===== src/rtl/control_fsm.sv =====
// Multicycle RV32I main controller. One FSM state per micro-step; every
// datapath enable and mux select is registered alongside the state, so the
// outputs are a clean Moore decode of the state being entered. The only
// combinational path is the branch-taken PC write, which must react to the
// ALU compare (Zero / ALUResultLSB) produced in the BRANCH state itself.
module control_fsm #(
  parameter int MEM_WAIT = 1  // clock edges from address to read data valid (0..3)
) (
  input  logic       clk,
  input  logic       reset,
  input  logic [6:0] op_code,
  input  logic [2:0] funct3,
  input  logic [6:0] funct7,
  input  logic       Zero,
  input  logic       ALUResultLSB,
  output logic       adr_src,
  output logic       mem_write,
  output logic       IR_write,
  output logic       reg_write,
  output logic       PC_write,
  output logic [1:0] result_src,
  output logic [1:0] alu_src_a,
  output logic [1:0] alu_src_b,
  output logic [2:0] imm_src,
  output logic [3:0] alu_control,
  output logic       illegal_instr
);

  typedef enum logic [3:0] {
    S_FETCH, S_DECODE, S_MEMADR, S_MEMREAD, S_MEMWB, S_MEMWRITE,
    S_EXECR, S_EXECI, S_ALUWB, S_BRANCH, S_JAL, S_JALR, S_JUMP,
    S_LUI, S_AUIPC, S_TRAP
  } state_t;

  typedef enum logic [3:0] {
    ALU_ADD = 4'd0, ALU_SUB = 4'd1, ALU_AND = 4'd2, ALU_OR   = 4'd3,
    ALU_XOR = 4'd4, ALU_SLL = 4'd5, ALU_SRL = 4'd6, ALU_SRA  = 4'd7,
    ALU_SLT = 4'd8, ALU_SLTU = 4'd9
  } alu_op_t;

  typedef struct packed {
    logic       adr_src;
    logic       mem_write;
    logic       ir_write;
    logic       reg_write;
    logic       pc_write;
    logic [1:0] result_src;
    logic [1:0] alu_src_a;
    logic [1:0] alu_src_b;
    logic [2:0] imm_src;
    alu_op_t    alu_control;
  } ctrl_t;

  localparam logic [6:0] OP_LOAD   = 7'b0000011;
  localparam logic [6:0] OP_STORE  = 7'b0100011;
  localparam logic [6:0] OP_RTYPE  = 7'b0110011;
  localparam logic [6:0] OP_ITYPE  = 7'b0010011;
  localparam logic [6:0] OP_BRANCH = 7'b1100011;
  localparam logic [6:0] OP_JAL    = 7'b1101111;
  localparam logic [6:0] OP_JALR   = 7'b1100111;
  localparam logic [6:0] OP_LUI    = 7'b0110111;
  localparam logic [6:0] OP_AUIPC  = 7'b0010111;

  localparam logic [2:0] IMM_I = 3'd0;
  localparam logic [2:0] IMM_S = 3'd1;
  localparam logic [2:0] IMM_B = 3'd2;
  localparam logic [2:0] IMM_J = 3'd3;
  localparam logic [2:0] IMM_U = 3'd4;

  localparam logic [1:0] WAIT_LAST = 2'(MEM_WAIT);

  // ALU operation for register/immediate arithmetic; SUB exists only for R-type.
  function automatic alu_op_t alu_decode(input logic [2:0] f3, input logic f7_5,
                                         input logic is_rtype);
    alu_op_t op;
    case (f3)
      3'd0:    op = (is_rtype && f7_5) ? ALU_SUB : ALU_ADD;
      3'd1:    op = ALU_SLL;
      3'd2:    op = ALU_SLT;
      3'd3:    op = ALU_SLTU;
      3'd4:    op = ALU_XOR;
      3'd5:    op = f7_5 ? ALU_SRA : ALU_SRL;
      3'd6:    op = ALU_OR;
      default: op = ALU_AND;
    endcase
    return op;
  endfunction

  // Instruction class dispatch taken at the end of DECODE.
  function automatic state_t dispatch(input logic [6:0] op);
    state_t s;
    case (op)
      OP_LOAD, OP_STORE: s = S_MEMADR;
      OP_RTYPE:          s = S_EXECR;
      OP_ITYPE:          s = S_EXECI;
      OP_BRANCH:         s = S_BRANCH;
      OP_JAL:            s = S_JAL;
      OP_JALR:           s = S_JALR;
      OP_LUI:            s = S_LUI;
      OP_AUIPC:          s = S_AUIPC;
      default:           s = S_TRAP;
    endcase
    return s;
  endfunction

  // Control word for a state; 'last' marks the final cycle of a memory wait.
  function automatic ctrl_t decode_ctrl(input state_t s, input logic last,
                                        input logic [6:0] op, input logic [2:0] f3,
                                        input logic f7_5);
    ctrl_t      c;
    logic [2:0] mem_imm;
    c           = '0;
    c.alu_control = ALU_ADD;
    mem_imm     = (op == OP_STORE) ? IMM_S : IMM_I;
    case (s)
      S_FETCH: begin
        if (last) begin
          c.ir_write   = 1'b1;
          c.pc_write   = 1'b1;
          c.result_src = 2'd2;
        end
      end
      S_DECODE: begin
        c.alu_src_a = 2'd1;
        c.alu_src_b = 2'd1;
        c.imm_src   = IMM_B;
      end
      S_MEMADR: begin
        c.alu_src_a = 2'd2;
        c.alu_src_b = 2'd1;
        c.imm_src   = mem_imm;
      end
      S_MEMREAD: begin
        c.adr_src   = 1'b1;
        c.alu_src_a = 2'd2;
        c.alu_src_b = 2'd1;
        c.imm_src   = mem_imm;
      end
      S_MEMWB: begin
        c.result_src = 2'd1;
        c.reg_write  = 1'b1;
      end
      S_MEMWRITE: begin
        c.adr_src   = 1'b1;
        c.mem_write = 1'b1;
        c.alu_src_a = 2'd2;
        c.alu_src_b = 2'd1;
        c.imm_src   = mem_imm;
      end
      S_EXECR: begin
        c.alu_src_a   = 2'd2;
        c.alu_control = alu_decode(f3, f7_5, 1'b1);
      end
      S_EXECI: begin
        c.alu_src_a   = 2'd2;
        c.alu_src_b   = 2'd1;
        c.imm_src     = IMM_I;
        c.alu_control = alu_decode(f3, f7_5, 1'b0);
      end
      S_ALUWB: c.reg_write = 1'b1;
      S_BRANCH: begin
        c.alu_src_a = 2'd2;
        case (f3[2:1])
          2'b00:   c.alu_control = ALU_SUB;
          2'b10:   c.alu_control = ALU_SLT;
          2'b11:   c.alu_control = ALU_SLTU;
          default: c.alu_control = ALU_ADD;
        endcase
      end
      S_JAL: begin
        c.alu_src_a  = 2'd1;
        c.alu_src_b  = 2'd1;
        c.imm_src    = IMM_J;
        c.result_src = 2'd3;
        c.reg_write  = 1'b1;
      end
      S_JALR: begin
        c.alu_src_a  = 2'd2;
        c.alu_src_b  = 2'd1;
        c.imm_src    = IMM_I;
        c.result_src = 2'd3;
        c.reg_write  = 1'b1;
      end
      S_JUMP: c.pc_write = 1'b1;
      S_LUI: begin
        c.alu_src_a = 2'd3;
        c.alu_src_b = 2'd1;
        c.imm_src   = IMM_U;
      end
      S_AUIPC: begin
        c.alu_src_a = 2'd1;
        c.alu_src_b = 2'd1;
        c.imm_src   = IMM_U;
      end
      default: c = '0;
    endcase
    return c;
  endfunction

  state_t     state;
  state_t     next_state;
  logic [1:0] wait_cnt;
  logic [1:0] next_cnt;
  logic       wait_last;
  logic       next_last;
  ctrl_t      ctrl_q;
  logic       illegal_q;
  logic       branch_taken;
  logic       unused_funct7;

  assign unused_funct7 = ^{funct7[6], funct7[4:0]};
  assign wait_last     = (wait_cnt == WAIT_LAST);

  // Next-state and wait-counter selection for the current micro-step.
  always_comb begin
    // NOTE: every always_comb output gets a default first so no path can infer a latch.
    next_state = state;
    next_cnt   = 2'd0;
    case (state)
      S_FETCH: begin
        next_state = wait_last ? S_DECODE : S_FETCH;
        next_cnt   = wait_last ? 2'd0 : wait_cnt + 2'd1;
      end
      S_DECODE:  next_state = dispatch(op_code);
      S_MEMADR:  next_state = (op_code == OP_LOAD) ? S_MEMREAD : S_MEMWRITE;
      S_MEMREAD: begin
        next_state = wait_last ? S_MEMWB : S_MEMREAD;
        next_cnt   = wait_last ? 2'd0 : wait_cnt + 2'd1;
      end
      S_MEMWB, S_MEMWRITE, S_ALUWB, S_JUMP: next_state = S_FETCH;
      S_EXECR, S_EXECI, S_LUI, S_AUIPC:     next_state = S_ALUWB;
      S_BRANCH:  next_state = (funct3[2:1] == 2'b01) ? S_TRAP : S_FETCH;
      S_JAL, S_JALR: next_state = S_JUMP;
      default:   next_state = S_TRAP;
    endcase
    next_last = (next_cnt == WAIT_LAST);
  end

  // State, wait counter, registered control word and sticky illegal flag.
  always_ff @(posedge clk) begin
    // NOTE: sequential state uses non-blocking assignments so every register samples pre-edge values.
    if (reset) begin
      // NOTE: reset is synchronous and sampled only at the clock edge.
      state     <= S_FETCH;
      wait_cnt  <= 2'd0;
      ctrl_q    <= decode_ctrl(S_FETCH, MEM_WAIT == 0, op_code, funct3, funct7[5]);
      illegal_q <= 1'b0;
    end else begin
      state     <= next_state;
      wait_cnt  <= next_cnt;
      ctrl_q    <= decode_ctrl(next_state, next_last, op_code, funct3, funct7[5]);
      illegal_q <= illegal_q | (next_state == S_TRAP);
    end
  end

  // Branch outcome from the ALU compare happening in BRANCH itself.
  always_comb begin
    branch_taken = 1'b0;
    if (state == S_BRANCH && funct3[2:1] != 2'b01)
      branch_taken = (funct3[2] ? ALUResultLSB : Zero) ^ funct3[0];
  end

  assign adr_src       = ctrl_q.adr_src;
  assign mem_write     = ctrl_q.mem_write;
  assign IR_write      = ctrl_q.ir_write;
  assign reg_write     = ctrl_q.reg_write;
  assign PC_write      = ctrl_q.pc_write | branch_taken;
  assign result_src    = ctrl_q.result_src;
  assign alu_src_a     = ctrl_q.alu_src_a;
  assign alu_src_b     = ctrl_q.alu_src_b;
  assign imm_src       = ctrl_q.imm_src;
  assign alu_control   = ctrl_q.alu_control;
  assign illegal_instr = illegal_q;

endmodule


===== config.mk =====
export PLATFORM = sky130hd
export DESIGN_NAME = control_fsm
export DESIGN_NICKNAME = d
export VERILOG_FILES = /design/src/rtl/control_fsm.sv
export SDC_FILE = /design/constraint.sdc
export NUM_CORES = 1
export LEC_CHECK = 0
export CORE_MARGIN = 10
export CORE_UTILIZATION = 45
export DETAILED_ROUTE_END_ITERATION = 8
export PLACE_DENSITY = 0.75
export SKIP_CTS_REPAIR_TIMING = 1
export SLEW_MARGIN = 10
export SYNTH_ARGS = -nofsm -noshare
export SYNTH_HDL_FRONTEND = slang
export SYNTH_SLANG_ARGS = --single-unit

===== constraint.sdc =====
create_clock -name clk -period 3.5 [get_ports clk]
set_input_delay 0.875 -clock clk [delete_from_list [all_inputs] [get_ports clk]]
set_output_delay 0.875 -clock clk [all_outputs]
set_load 0.02 [all_outputs]

-- Word-level counts from Yosys, hierarchy flattened
Index checks and enable logic that the tools add are counted.
- equality and inequality tests: 50
- muxes and demuxes: 26
- $add $sub $neg: 1
- bitwise operators: 4
- reduce and logical (&&, ||, !) cells: 19
- operators by type and width (operator ; count):
    $pmux W4 S8 ; 2
    $eq A4 B4 Y1 const B ; 15
    $pmux W4 S7 ; 2
    $eq A4 B3 Y1 const B ; 8
    $pmux W4 S3 ; 2
    $eq A7 B6 Y1 const B ; 3
    $eq A7 B7 Y1 const B ; 3
    $pmux W4 S5 ; 1
    $eq A4 B2 Y1 const B ; 4
    $reduce_or A2 Y1 ; 8
    $eq A7 B5 Y1 const B ; 2
    $pmux W2 S3 ; 2
    $reduce_or A4 Y1 ; 3
    $mux W1 ; 10
    $eq A3 B3 Y1 const B ; 3
    $mux W3 ; 3
    $eq A4 B1 Y1 const B ; 2
    $logic_not A4 Y1 ; 2
    $eq A7 B2 Y1 const B ; 1
    $reduce_or A7 Y1 ; 1
    $eq A2 B1 Y1 const B ; 3
    $eq A3 B2 Y1 const B ; 2
    $reduce_or A3 Y1 ; 2
    $eq A2 B2 Y1 const B ; 2
    12 further kinds ; 14
- register bits after elaboration: 25
- output and inout bits: 19
- input bits: 21
- logic and storage cells: 113

-- Longest topological paths before layout
- word-level depth: 7
- depth in mapped cells: 8
- depth with buffers taken out: 8

-- Worst setup path before layout
OpenSTA, ideal clock, no wires.
- kind: input -> register
- start point: input op_code[2]
- end point: register ctrl_q, in the netlist result_src[1]
- cell stages on the path: 7
- setup slack: 0.674 ns
- data required time: 3.433 ns
- buffers on the path: 1
- data arrival time: 2.759 ns
- library setup time: 0.067 ns
- cells stage by stage: buf_6 -> or3b_4 -> a2111oi_4 -> o221ai_2 -> or3_4 -> or3_1 -> a21oi_2
- cells in the longest elaborated chain, start to end: 7
- elaborated cells between the ends (all ways): 19
- those cells by class: eq/ne: 12; mux: 4; reduce/logical: 3
- RTL lines (what ; line ; text):
    from (decl) ; 11 ; input logic [6:0] op_code,
    $eq A7 B2 Y1 / $eq A7 B6 Y1 (equally long branches) ; 92, 225 ;
    $reduce_or A2 Y1 ; 92 ; case (op)
    $pmux W4 S8 ; 92 ;
    $pmux W4 S8 (*) ; 219 ; case (state)
    $eq A4 B4 Y1 ; 115 ; case (s)
    $reduce_or A2 Y1 (no line) ; n/a ;
    $pmux W2 S3 (*) ; 115 ;
    to (signal assigned) ; 246 ; ctrl_q <= decode_ctrl(S_FETCH, MEM_WAIT == 0, op_code, funct3, funct7[5]);
    to (signal assigned) ; 251 ; ctrl_q <= decode_ctrl(next_state, next_last, op_code, funct3, funct7[5]);
    to (decl) ; 206 ; ctrl_t ctrl_q;
Every way passes the cells marked *; elsewhere a longest branch is shown, timed or not.
A chain may end at the register's enable or synchronous reset.

-- Final worst setup path
- start point: input funct3[2]
- end point: output PC_write
- cells in the longest elaborated chain, start to end: 4
- elaborated cells between the ends (all ways): 6
- those cells by class: eq/ne: 1; mux: 2; bitwise: 2; reduce/logical: 1
- RTL lines (what ; line ; text):
    from (decl) ; 12 ; input logic [2:0] funct3,
    $mux W1 / $ne A2 B1 Y1 (equally long branches) ; 260, 259 ;
    $xor A1 B1 Y1 / $logic_and A1 B1 Y1 (equally long branches) ; 260, 259 ;
    $mux W1 (*) ; 259 ; if (state == S_BRANCH && funct3[2:1] != 2'b01)
    $or A1 B1 Y1 (*) ; 267 ; assign PC_write = ctrl_q.pc_write | branch_taken;
    to (decl) ; 20 ; output logic PC_write,
Marks and branches as above.

==> flow_metrics.env <==
export IMPL_drtIter0Drc=71
export IMPL_p_comb_share_pct=59.2
export IMPL_fin_clk_skew_ns=0.003018
export IMPL_clk_pin_slew_worst_paths_ns=0.13
export IMPL_die_h_um=77.04
export IMPL_share_seq_of_total_power_pct=31.4
export IMPL_rr_endpoint="alu_control[1]"
export IMPL_synth_common_cells="sky130_fd_sc_hd__dfxtp_1 (24), sky130_fd_sc_hd__nor2_1 (18), sky130_fd_sc_hd__buf_4 (13), sky130_fd_sc_hd__nand2_1 (13)"
export IMPL_synthMostInstantiatedCell="sky130_fd_sc_hd__dfxtp_1"
export IMPL_grt_overflow=0
export IMPL_netlist_instances=173
export IMPL_async_s_r_ff_share_synth_pct=0
export IMPL_synth_largest_type_area_fraction_pct=32.82
export IMPL_die_width_um=77.04
export IMPL_core_region_area_sq_um=3078
export IMPL_numCtsBuffers=3
export IMPL_timing_max_slew_rel_slack_pct=55.44
export IMPL_report_final_slew_viol_count=0
export IMPL_cts_tree="yes"
export IMPL_final_cell_count_no_fill=245
export IMPL_drc=0
export IMPL_worst_r2r_setup_slack_ns=1.06
export IMPL_finalSetupViolations=0
export IMPL_htreeDepth=1
export IMPL_post_synth_cell_area_avg_sq_um=8.462
export IMPL_gp_congestion=0.8711
export IMPL_crit_path_end_kind="primary output"
export IMPL_min_period_over_period_pct=88.79
export IMPL_n_fill_cell=310
export IMPL_yosys_cell_types_count=51
export IMPL_boundaryPins=40
export IMPL_vias_per_instance=5.584
export IMPL_drv_max_cap_violation_count=0
export IMPL_irDropWorstVdd_v=0.0003079
export IMPL_nNetsFinal=229
export IMPL_cellInternalPower_mw=0.7296
export IMPL_finalHoldViolations=0
export IMPL_num_vias=1368
export IMPL_clock_sink_count=24
export IMPL_starting_density_of_the_core_pct=47.56
export IMPL_clk_latency_ns=0.31
export IMPL_worstSetupEndpoint="PC_write"
export IMPL_synth_seq_cells=24
export IMPL_area_growth_pct=25.04
export IMPL_timing_hold_worst_class="flip-flop to flip-flop"
export IMPL_outcome="finished, final reports clean"
export IMPL_dominant_cells_by_area_after_synthesis="sky130_fd_sc_hd__dfxtp_1 (33%), sky130_fd_sc_hd__buf_4 (6.7%), sky130_fd_sc_hd__nor2_1 (4.6%), sky130_fd_sc_hd__ha_1 (4.3%), sky130_fd_sc_hd__nand2_1 (3.3%)"
export IMPL_pin_count_of_the_biggest_net_entering_global_routing=19
export IMPL_dp_cells=242
export IMPL_fmax_ghz=0.3218
export IMPL_drt_pass1_iterations=4
export IMPL_power_density_nw_per_um2=715.5
export IMPL_rows=20
export IMPL_path_class="primary input to primary output"
export IMPL_final_period_minus_worst_setup_slack_ns=3.108
export IMPL_postRouteAntennaNets=0
export IMPL_worst_endpoint_required_ns=2.62
export IMPL_route_final_wire_length_um=3695
export IMPL_number_of_global_route_vias_before_repair=1347
export IMPL_all_layer_gr_usage_pct=12.19
export IMPL_synthesis_yosys_warnings=0
export IMPL_mappedNetlistArea_sq_um=1464
export IMPL_grt_setup_unrepaired="no"
export IMPL_final_layout_size_suffix_gt1_share_pct=13.93
export IMPL_wire_per_inst_um=15.08
export IMPL_timing_critical_path_fanout_max=8
export IMPL_synthFlopType="sky130_fd_sc_hd__dfxtp_1"
export IMPL_cts_max_path_buffers=2
export IMPL_mappedNetlistNets=199
export IMPL_worst_setup_path_start_kind="primary input"
export IMPL_grt_antenna_before_repair=0
export IMPL_synth_top_cell_by_area="sky130_fd_sc_hd__dfxtp_1"
export IMPL_count_of_buffers_inserted_at_the_top_level_ports=32
export IMPL_final_hold_worst_slack_ns=0.5229
export IMPL_crit_reg2reg_launch="state[1]"
export IMPL_worst_endpoint_arrival_ns=2.23
export IMPL_netSwitchingFraction_pct=44.29
export IMPL_p_clk_share_pct=9.4
export IMPL_die_area_sq_um=5934
export IMPL_number_of_flops_mapped_to_enable_cells_by_yosys=0
export IMPL_grt_first_pass_wirelength_um=6216
export IMPL_synth_seq_area_share_pct=32.82
export IMPL_reported_net_switching_power_mw=0.5802
export IMPL_worst_r2r_cell_count=6
export IMPL_crit_start="funct3[2]"
export IMPL_worst_tran_pin_value_ns=0.6663
export IMPL_root_buffer="sky130_fd_sc_hd__clkbuf_4"
export IMPL_dp_hpwl_um=2981
export IMPL_antennaDiodeCount=0
export IMPL_p_leak_nw=0.6988
==> logic make-up (layout without fill, tap and decap cells) <==
group / after synthesis / count (layout) / synth area share, %
buffers and inverters: 27 / 55 / 10.85
other: 1 / 1 / 0.2562
XOR/XNOR: 3 / 3 / 1.795
AO/OA/AOI/OAI: 38 / 38 / 20.51
AND/OR/NAND/NOR: 73 / 73 / 28.12
multiplexers: 2 / 2 / 1.368
flip-flops: 24 / 24 / 32.82
adder cells (fa/ha/maj): 5 / 5 / 4.274
==> registers in the layout, indices dropped and copies added (netlist names) <==
signal         count
result_src         2
adr_src            1
alu_control        4
illegal_instr      1
IR_write           1
wait_cnt           2
ctrl_q             1
alu_src_b          1
state              4
imm_src            3
alu_src_a          2
reg_write          1
mem_write          1
==> layer usage <==
layer  global-route usage, %  part of all wire (%)  wire (um)  vias to the layer above
met3                   2.448                   5.6        207                        7
li1                        -                     -          -                      666
met2                   22.68                    51       1874                       51
met4                   3.650                   1.4         53                        0
met5                       0                     0          0                        -
met1                   13.48                    42       1559                      644
==> stage by stage <==
step                setup slack [ns]  util (%)  total power [mW]  instance area (sq um)    TNS, ns
finish                        0.3923     59.47             1.310                   1831          0
global route                  0.2302     59.47             1.413                   1831          0
CTS                         -0.02017     59.23             1.308                   1823   -0.02017
detailed placement         -0.005638     58.50             1.187                   1800  -0.005638
global placement           0.0003419     58.50             1.174                   1800          0
floorplan                     0.6737         -            0.9439                   1464          0
==> worst min path at each step <==
stage,start,end,depth (start not counted)
2_1_floorplan,wait_cnt[1],wait_cnt[1],1
3_3_place_gp,illegal_instr,illegal_instr,2
3_5_place_dp,illegal_instr,illegal_instr,2
4_1_cts,illegal_instr,illegal_instr,2
5_1_grt,illegal_instr,illegal_instr,2
6_report,illegal_instr,illegal_instr,2
==> worst max-delay path: stages <==
cell	delay [ns]
sky130_fd_sc_hd__clkdlybuf4s50_1	0.47
sky130_fd_sc_hd__buf_4	0.16
sky130_fd_sc_hd__mux2i_1	0.22
sky130_fd_sc_hd__xnor2_1	0.14
sky130_fd_sc_hd__a31o_2	0.15
sky130_fd_sc_hd__dlymetal6s2s_1	0.21
==> final cells by class <==
cell class                      count  area (sq um)  share of cell area [%]
Inverter                            8         30.03                   1.640
Clock buffer                        3         22.52                   1.230
Sequential cell                    24         480.5                   26.25
Multi-Input combinational cell    122         829.5                   45.32
Timing Repair Buffer               44         412.9                   22.56
Tap cell                           44         55.05                   3.008
==> layout by cell type, fill, tap and decap left out, types with 4 or more instances in the layout <==
master                            Yosys  routed
sky130_fd_sc_hd__a21oi_1              9       9
sky130_fd_sc_hd__dfxtp_1             24      24
sky130_fd_sc_hd__nor2b_1              5       5
sky130_fd_sc_hd__clkdlybuf4s50_1      0      31
sky130_fd_sc_hd__nand2_1             13      13
sky130_fd_sc_hd__ha_1                 5       5
sky130_fd_sc_hd__buf_4               13      12
sky130_fd_sc_hd__nand3_1              9       9
sky130_fd_sc_hd__a31oi_1              4       4
sky130_fd_sc_hd__nand3b_1             5       5
sky130_fd_sc_hd__nor2_1              18      18
sky130_fd_sc_hd__inv_1                8       8
==> power groups by stage <==
stage	logic, mW	clock network, mW	registers, mW
CTS	0.777	0.122	0.409
detailed placement	0.771	0	0.416
global placement	0.762	0	0.412
global route	0.857	0.132	0.423
floorplan	0.545	0	0.399
finish	0.776	0.122	0.411
Power figures use the tool's default switching activity.
==> RTL change 1: new RTL, config.mk and constraints unchanged <==
Register the outputs `IR_write` and `PC_write`, without a reset; this adds one clock of latency there. The other outputs are not delayed to match.
--- a/src/rtl/control_fsm.sv
+++ b/src/rtl/control_fsm.sv
@@ -263,7 +263,9 @@
   assign adr_src       = ctrl_q.adr_src;
   assign mem_write     = ctrl_q.mem_write;
-  assign IR_write      = ctrl_q.ir_write;
   assign reg_write     = ctrl_q.reg_write;
-  assign PC_write      = ctrl_q.pc_write | branch_taken;
+  always_ff @(posedge clk) begin
+    IR_write <= ctrl_q.ir_write;
+    PC_write <= ctrl_q.pc_write | branch_taken;
+  end
   assign result_src    = ctrl_q.result_src;
   assign alu_src_a     = ctrl_q.alu_src_a;
Formal check against the unedited RTL: not equivalent (a bounded check fails within 4 cycles, from zero or initial values and one cycle with reset high).
==> RTL change 1 against the original RTL <==
Sequential cell count up 2; area after synthesis up 1.5%; total power up 0.55%; worst setup slack better by 0.025 ns; critical endpoint is now imm_src[0]; design area down 1.8%; routed wire length down 7.8%; largest cell class unchanged; cell count up 1.6%; highest routed layer unchanged; clock skew up 0.0091 ns.
==> RTL change 1: results (changes against the original RTL) <==
worst path arrival time: 3.36 ns (was 2.23 ns)
FILL cells: 293 (was 310)
vias in the first global route: 1,278 (was 1,347)
Layout Cells excl Fill: 249 (was 245)
Clock Tree Buf Depth: 2 (unchanged)
syn_nets: 209 (was 199)
worst-case clock skew: 0.0121 ns (was 0.00302 ns)
Seq/Total Area, Yosys: 35.0% (was 32.8%)
total track usage: 11.1% (was 12.2%)
Final GP Congestion: 0.907 (was 0.871)
ratio of cells with drive above 1 in the final layout: 12.2% (was 13.9%)
worst setup path start: op_code[2] (was funct3[2])
Placed Area: 0.00175 mm² (was 0.00180 mm²)
First DRT Iteration DRCs: 131 (was 71)
top cells by area, synth: dfxtp_1 (35%), buf_4 (7.6%), nand2_1 (5.1%), nor2_1 (4.5%), ha_1 (4.2%) (was dfxtp_1 (33%), buf_4 (6.7%), nor2_1 (4.6%), ha_1 (4.3%), nand2_1 (3.3%))
Routed Antenna Nets: 0 (unchanged)
number of vias per cell: 5.33 (was 5.58)
H-tree levels: 1 (unchanged)
Worst Max-Slew Pin Slew: 0.534 ns (was 0.666 ns)
Synth Instances: 183 (was 173)
largest net degree at the start of global routing: 16 (was 19)
clk_lat worst skew: 0.33 ns (was 0.31 ns)
status: completed (unchanged)
Top delay family on crit path: simple AND/OR/NAND/NOR gates (was buffers and inverters)
Static Leak: 0.715 nW (was 0.699 nW)
Worst Path Max Fanout: 6 (was 8)
CTS clk-pin slew, worst paths: 0.15 ns (was 0.13 ns)
Hold Crit Start: ctrl_q[15] (was illegal_instr)
Peak VDD IR: 410 µV (was 308 µV)
Detailed Route WL: 3410 µm (was 3700 µm)
first-pass GRT wire length: 5750 µm (was 6220 µm)
HPWL after DPL: 2650 µm (was 2980 µm)
Largest stage delay, worst path: 0.57 ns (was 0.47 ns)
Pre-Repair DR Iteration Count: 4 (unchanged)
fin nets: 232 (was 229)
commonest cells in the netlist: dfxtp_1 (26), nand2_1 (20), nor2_1 (18) (was dfxtp_1 (24), nor2_1 (18), buf_4 (13), nand2_1 (13))
pre-CTS setup slack: 0.0789 ns (was -0.00564 ns)
Synth cell types: 44 (was 51)
RTL change 1: area by class of cell:
class / instances / area [µm²] / area share, %
Timing Repair Buffer: 40 / 380 / 21.2
Clock inverter: 1 / 30.0 / 1.67
Clock buffer: 3 / 22.5 / 1.25
Sequential cell: 26 / 520 / 28.9
Multi-Input combinational cell: 130 / 771 / 42.9
Tap cell: 44 / 55.1 / 3.06
Inverter: 5 / 18.8 / 1.04
RTL change 1: power by group:
| part | leakage, nW | internal (mW) | switching [mW] | total (mW) |
|---|---|---|---|---|
| Combinational | 0.475 | 0.300 | 0.384 | 0.684 |
| Sequential | 0.212 | 0.365 | 0.0617 | 0.426 |
| Clock | 0.0279 | 0.116 | 0.0906 | 0.206 |
| Total | 0.715 | 0.781 | 0.536 | 1.32 |
RTL change 1: final timing paths:
check                to  slack (ns)  cells after the start
max reg2reg  imm_src[0]        0.88                      6
max          imm_src[0]        0.42                      8
min            IR_write        0.35                      0
min reg2reg    IR_write        0.35                      0
RTL change 1: logic make-up (layout without fill, tap and decap cells):
kind of cell	Yosys count	count (layout)	synth area share [%]
AOI/OAI and AO/OA	40	40	17.2
xor gates and xnor gates	3	3	1.77
adders and majority gates	5	5	4.21
buffers and inverters	27	49	13.1
DFF	26	26	35.0
muxes	1	1	0.673
other	1	1	0.252
and+or+nand+nor	80	80	27.8
RTL change 1: worst reg2reg max path, cell delays in order (launching register included):
cell,delay (ns)
dfxtp_1,0.56
or3b_4,0.45
o32a_1,0.35
and3_1,0.26
or4b_1,0.54
a41o_1,0.28
a21oi_2,0.12
RTL change 1: layer usage:
layer / GRT usage (%) / up-vias / part of all wire (%)
met1: 13.3 / 615 / 43
li1: - / 664 / -
met2: 18.9 / 45 / 50
met5: 0 / - / 0
met3: 3.34 / 4 / 5.9
met4: 2.92 / 0 / 1.2
==> RTL change 2: new RTL, same settings <==
Made on the original files. Register the inputs `op_code`, `funct3`, `funct7`, `Zero` and `ALUResultLSB` before use. The logic sees them one clock later.
--- a/src/rtl/control_fsm.sv
+++ b/src/rtl/control_fsm.sv
@@ -70,4 +70,18 @@
   localparam logic [1:0] WAIT_LAST = 2'(MEM_WAIT);
 
+  logic [6:0] op_code_q;
+  logic [2:0] funct3_q;
+  logic [6:0] funct7_q;
+  logic Zero_q;
+  logic ALUResultLSB_q;
+
+  always_ff @(posedge clk) begin
+    op_code_q      <= op_code;
+    funct3_q       <= funct3;
+    funct7_q       <= funct7;
+    Zero_q         <= Zero;
+    ALUResultLSB_q <= ALUResultLSB;
+  end
+
   // ALU operation for register/immediate arithmetic; SUB exists only for R-type.
   function automatic alu_op_t alu_decode(input logic [2:0] f3, input logic f7_5,
@@ -209,5 +223,5 @@
   logic       unused_funct7;
 
-  assign unused_funct7 = ^{funct7[6], funct7[4:0]};
+  assign unused_funct7 = ^{funct7_q[6], funct7_q[4:0]};
   assign wait_last     = (wait_cnt == WAIT_LAST);
 
@@ -222,6 +236,6 @@
         next_cnt   = wait_last ? 2'd0 : wait_cnt + 2'd1;
       end
-      S_DECODE:  next_state = dispatch(op_code);
-      S_MEMADR:  next_state = (op_code == OP_LOAD) ? S_MEMREAD : S_MEMWRITE;
+      S_DECODE:  next_state = dispatch(op_code_q);
+      S_MEMADR:  next_state = (op_code_q == OP_LOAD) ? S_MEMREAD : S_MEMWRITE;
       S_MEMREAD: begin
         next_state = wait_last ? S_MEMWB : S_MEMREAD;
@@ -230,5 +244,5 @@
       S_MEMWB, S_MEMWRITE, S_ALUWB, S_JUMP: next_state = S_FETCH;
       S_EXECR, S_EXECI, S_LUI, S_AUIPC:     next_state = S_ALUWB;
-      S_BRANCH:  next_state = (funct3[2:1] == 2'b01) ? S_TRAP : S_FETCH;
+      S_BRANCH:  next_state = (funct3_q[2:1] == 2'b01) ? S_TRAP : S_FETCH;
       S_JAL, S_JALR: next_state = S_JUMP;
       default:   next_state = S_TRAP;
@@ -244,10 +258,10 @@
       state     <= S_FETCH;
       wait_cnt  <= 2'd0;
-      ctrl_q    <= decode_ctrl(S_FETCH, MEM_WAIT == 0, op_code, funct3, funct7[5]);
+      ctrl_q    <= decode_ctrl(S_FETCH, MEM_WAIT == 0, op_code_q, funct3_q, funct7_q[5]);
       illegal_q <= 1'b0;
     end else begin
       state     <= next_state;
       wait_cnt  <= next_cnt;
-      ctrl_q    <= decode_ctrl(next_state, next_last, op_code, funct3, funct7[5]);
+      ctrl_q    <= decode_ctrl(next_state, next_last, op_code_q, funct3_q, funct7_q[5]);
       illegal_q <= illegal_q | (next_state == S_TRAP);
     end
@@ -257,6 +271,6 @@
   always_comb begin
     branch_taken = 1'b0;
-    if (state == S_BRANCH && funct3[2:1] != 2'b01)
-      branch_taken = (funct3[2] ? ALUResultLSB : Zero) ^ funct3[0];
+    if (state == S_BRANCH && funct3_q[2:1] != 2'b01)
+      branch_taken = (funct3_q[2] ? ALUResultLSB_q : Zero_q) ^ funct3_q[0];
   end
 
Formal check against the unedited RTL: not equivalent (Yosys sat finds a counterexample within 4 cycles, from zero or initial values and one cycle with reset high).
==> RTL change 2 against the original RTL <==
Design area increased by 9.4%; worst hold slack got worse by 0.038 ns; total power increased by 16%; sequential cell count increased by 13; routed wire length decreased by 11%; clock power is 130% higher; sequential share of layout area up 11 points; die area is 9.9% higher; maximum frequency is 0.64% lower; global-route usage is 2.0 points lower; clock skew grew 0.0056 ns; worst setup slack worse by 0.020 ns; area after synthesis increased by 13%; sequential power is 36% higher; largest power group unchanged.
==> RTL change 2: results (changes against the original RTL) <==
largest net degree at the start of global routing: 20 (was 19)
switching share of power: 40.5% (was 44.3%)
Synth Instances: 184 (was 173)
Layout Cells excl Fill: 255 (was 245)
Synth cell types: 48 (was 51)
Crit-path slowest cell: clkdlybuf4s50_1 (unchanged)
syn_nets: 208 (was 199)
total track usage: 10.2% (was 12.2%)
First DRT Iteration DRCs: 76 (was 71)
clk root buf: clkbuf_8 (was clkbuf_4)
Placed Area: 0.00192 mm² (was 0.00180 mm²)
worst path arrival time: 2.25 ns (was 2.23 ns)
vias in the first global route: 1,174 (was 1,347)
antenna cell count: 0 (unchanged)
status: completed (unchanged)
FF-to-FF Start: state[0] (was state[1])
Largest stage delay, worst path: 0.60 ns (was 0.47 ns)
PwrDens: 759 mW/mm² (was 716 mW/mm²)
pre-CTS setup slack: 0.693 ns (was -0.00564 ns)
Static Leak: 0.755 nW (was 0.699 nW)
Reg-to-Reg End: alu_control[3] (was alu_control[1])
CTS clk-pin slew, worst paths: 0.07 ns (was 0.13 ns)
commonest cells in the netlist: dfxtp_1 (37), nor2_1 (23), a21oi_1 (13), buf_4 (13), nand2_1 (13) (was dfxtp_1 (24), nor2_1 (18), buf_4 (13), nand2_1 (13))
Top delay family on crit path: buffers and inverters (unchanged)
max FFs per register: 7
Final GP Congestion: 0.886 (was 0.871)
clk_lat worst skew: 0.29 ns (was 0.31 ns)
fin nets: 230 (was 229)
worst reg-to-reg path cell count: 7 (was 6)
hold_ws: 0.485 ns (was 0.523 ns)
Num CTS Buffers: 5 (was 3)
top cells by area, synth: dfxtp_1 (45%), buf_4 (5.9%), nor2_1 (5.2%), a21oi_1 (3.9%), nand2_1 (2.9%) (was dfxtp_1 (33%), buf_4 (6.7%), nor2_1 (4.6%), ha_1 (4.3%), nand2_1 (3.3%))
worst-case clock skew: 0.00857 ns (was 0.00302 ns)
Comb power: 0.677 mW (was 0.776 mW)
Placed Cells: 247 (was 242)
wire per inst: 12.9 µm (was 15.1 µm)
via count: 1,308 (was 1,368)
Worst Max-Slew Pin Slew: 0.696 ns (was 0.666 ns)
HPWL after DPL: 2450 µm (was 2980 µm)
Seq/Total Area, Yosys: 44.6% (was 32.8%)
Clk network pwr share: 18.7% (was 9.4%)
first-pass GRT wire length: 5220 µm (was 6220 µm)
H-tree levels: 2 (was 1)
ratio of cells with drive above 1 in the final layout: 9.66% (was 13.9%)
-- RTL change 2: worst min-delay path: stages (launching register included) --
cell and delay, ns:
dfxtp_1 0.33, nor2_1 0.05, nor2_1 0.07
-- RTL change 2: how the worst max path moves through the flow --
| stage | start | to | slack (ns) | cells after the start |
|---|---|---|---|---|
| 3_3_place_gp | funct3_q[2] | PC_write | 0.70 | 7 |
| 4_1_cts | funct3_q[2] | PC_write | 0.34 | 7 |
| 3_5_place_dp | funct3_q[2] | PC_write | 0.69 | 7 |
| 5_1_grt | funct3_q[2] | PC_write | 0.20 | 7 |
| 6_report | funct3_q[2] | PC_write | 0.37 | 7 |
| 2_1_floorplan | funct3_q[2] | alu_control[3] | 1.31 | 8 |
-- RTL change 2: routing by layer --
| layer | vias to the layer above | track usage [%] | share of wire, % |
|---|---|---|---|
| li1 | 672 | - | - |
| met1 | 592 | 11.9 | 43 |
| met2 | 38 | 16.2 | 49 |
| met3 | 6 | 3.31 | 6.6 |
| met4 | 0 | 5.54 | 1.1 |
| met5 | - | 0 | 0 |
-- RTL change 2: final cells by class --
class	instances	area [µm²]
Clock buffer	5	68.8
Clock inverter	3	17.5
Fill cell	328	1600
Inverter	4	15.0
Multi-Input combinational cell	125	772
Sequential cell	37	741
Tap cell	48	60.1
Timing Repair Buffer	33	328
-- RTL change 2: cell families (layout without fill, tap and decap cells) --
| family | count (synthesis) | after routing | synth area share, % |
|---|---|---|---|
| AOI/OAI and AO/OA | 35 | 35 | 13.1 |
| muxes | 1 | 1 | 0.603 |
| xor gates and xnor gates | 2 | 2 | 1.06 |
| other | 1 | 1 | 0.226 |
| buffers and inverters | 22 | 45 | 8.89 |
| adders and majority gates | 3 | 3 | 2.26 |
| DFF | 37 | 37 | 44.6 |
| and+or+nand+nor | 83 | 83 | 29.2 |
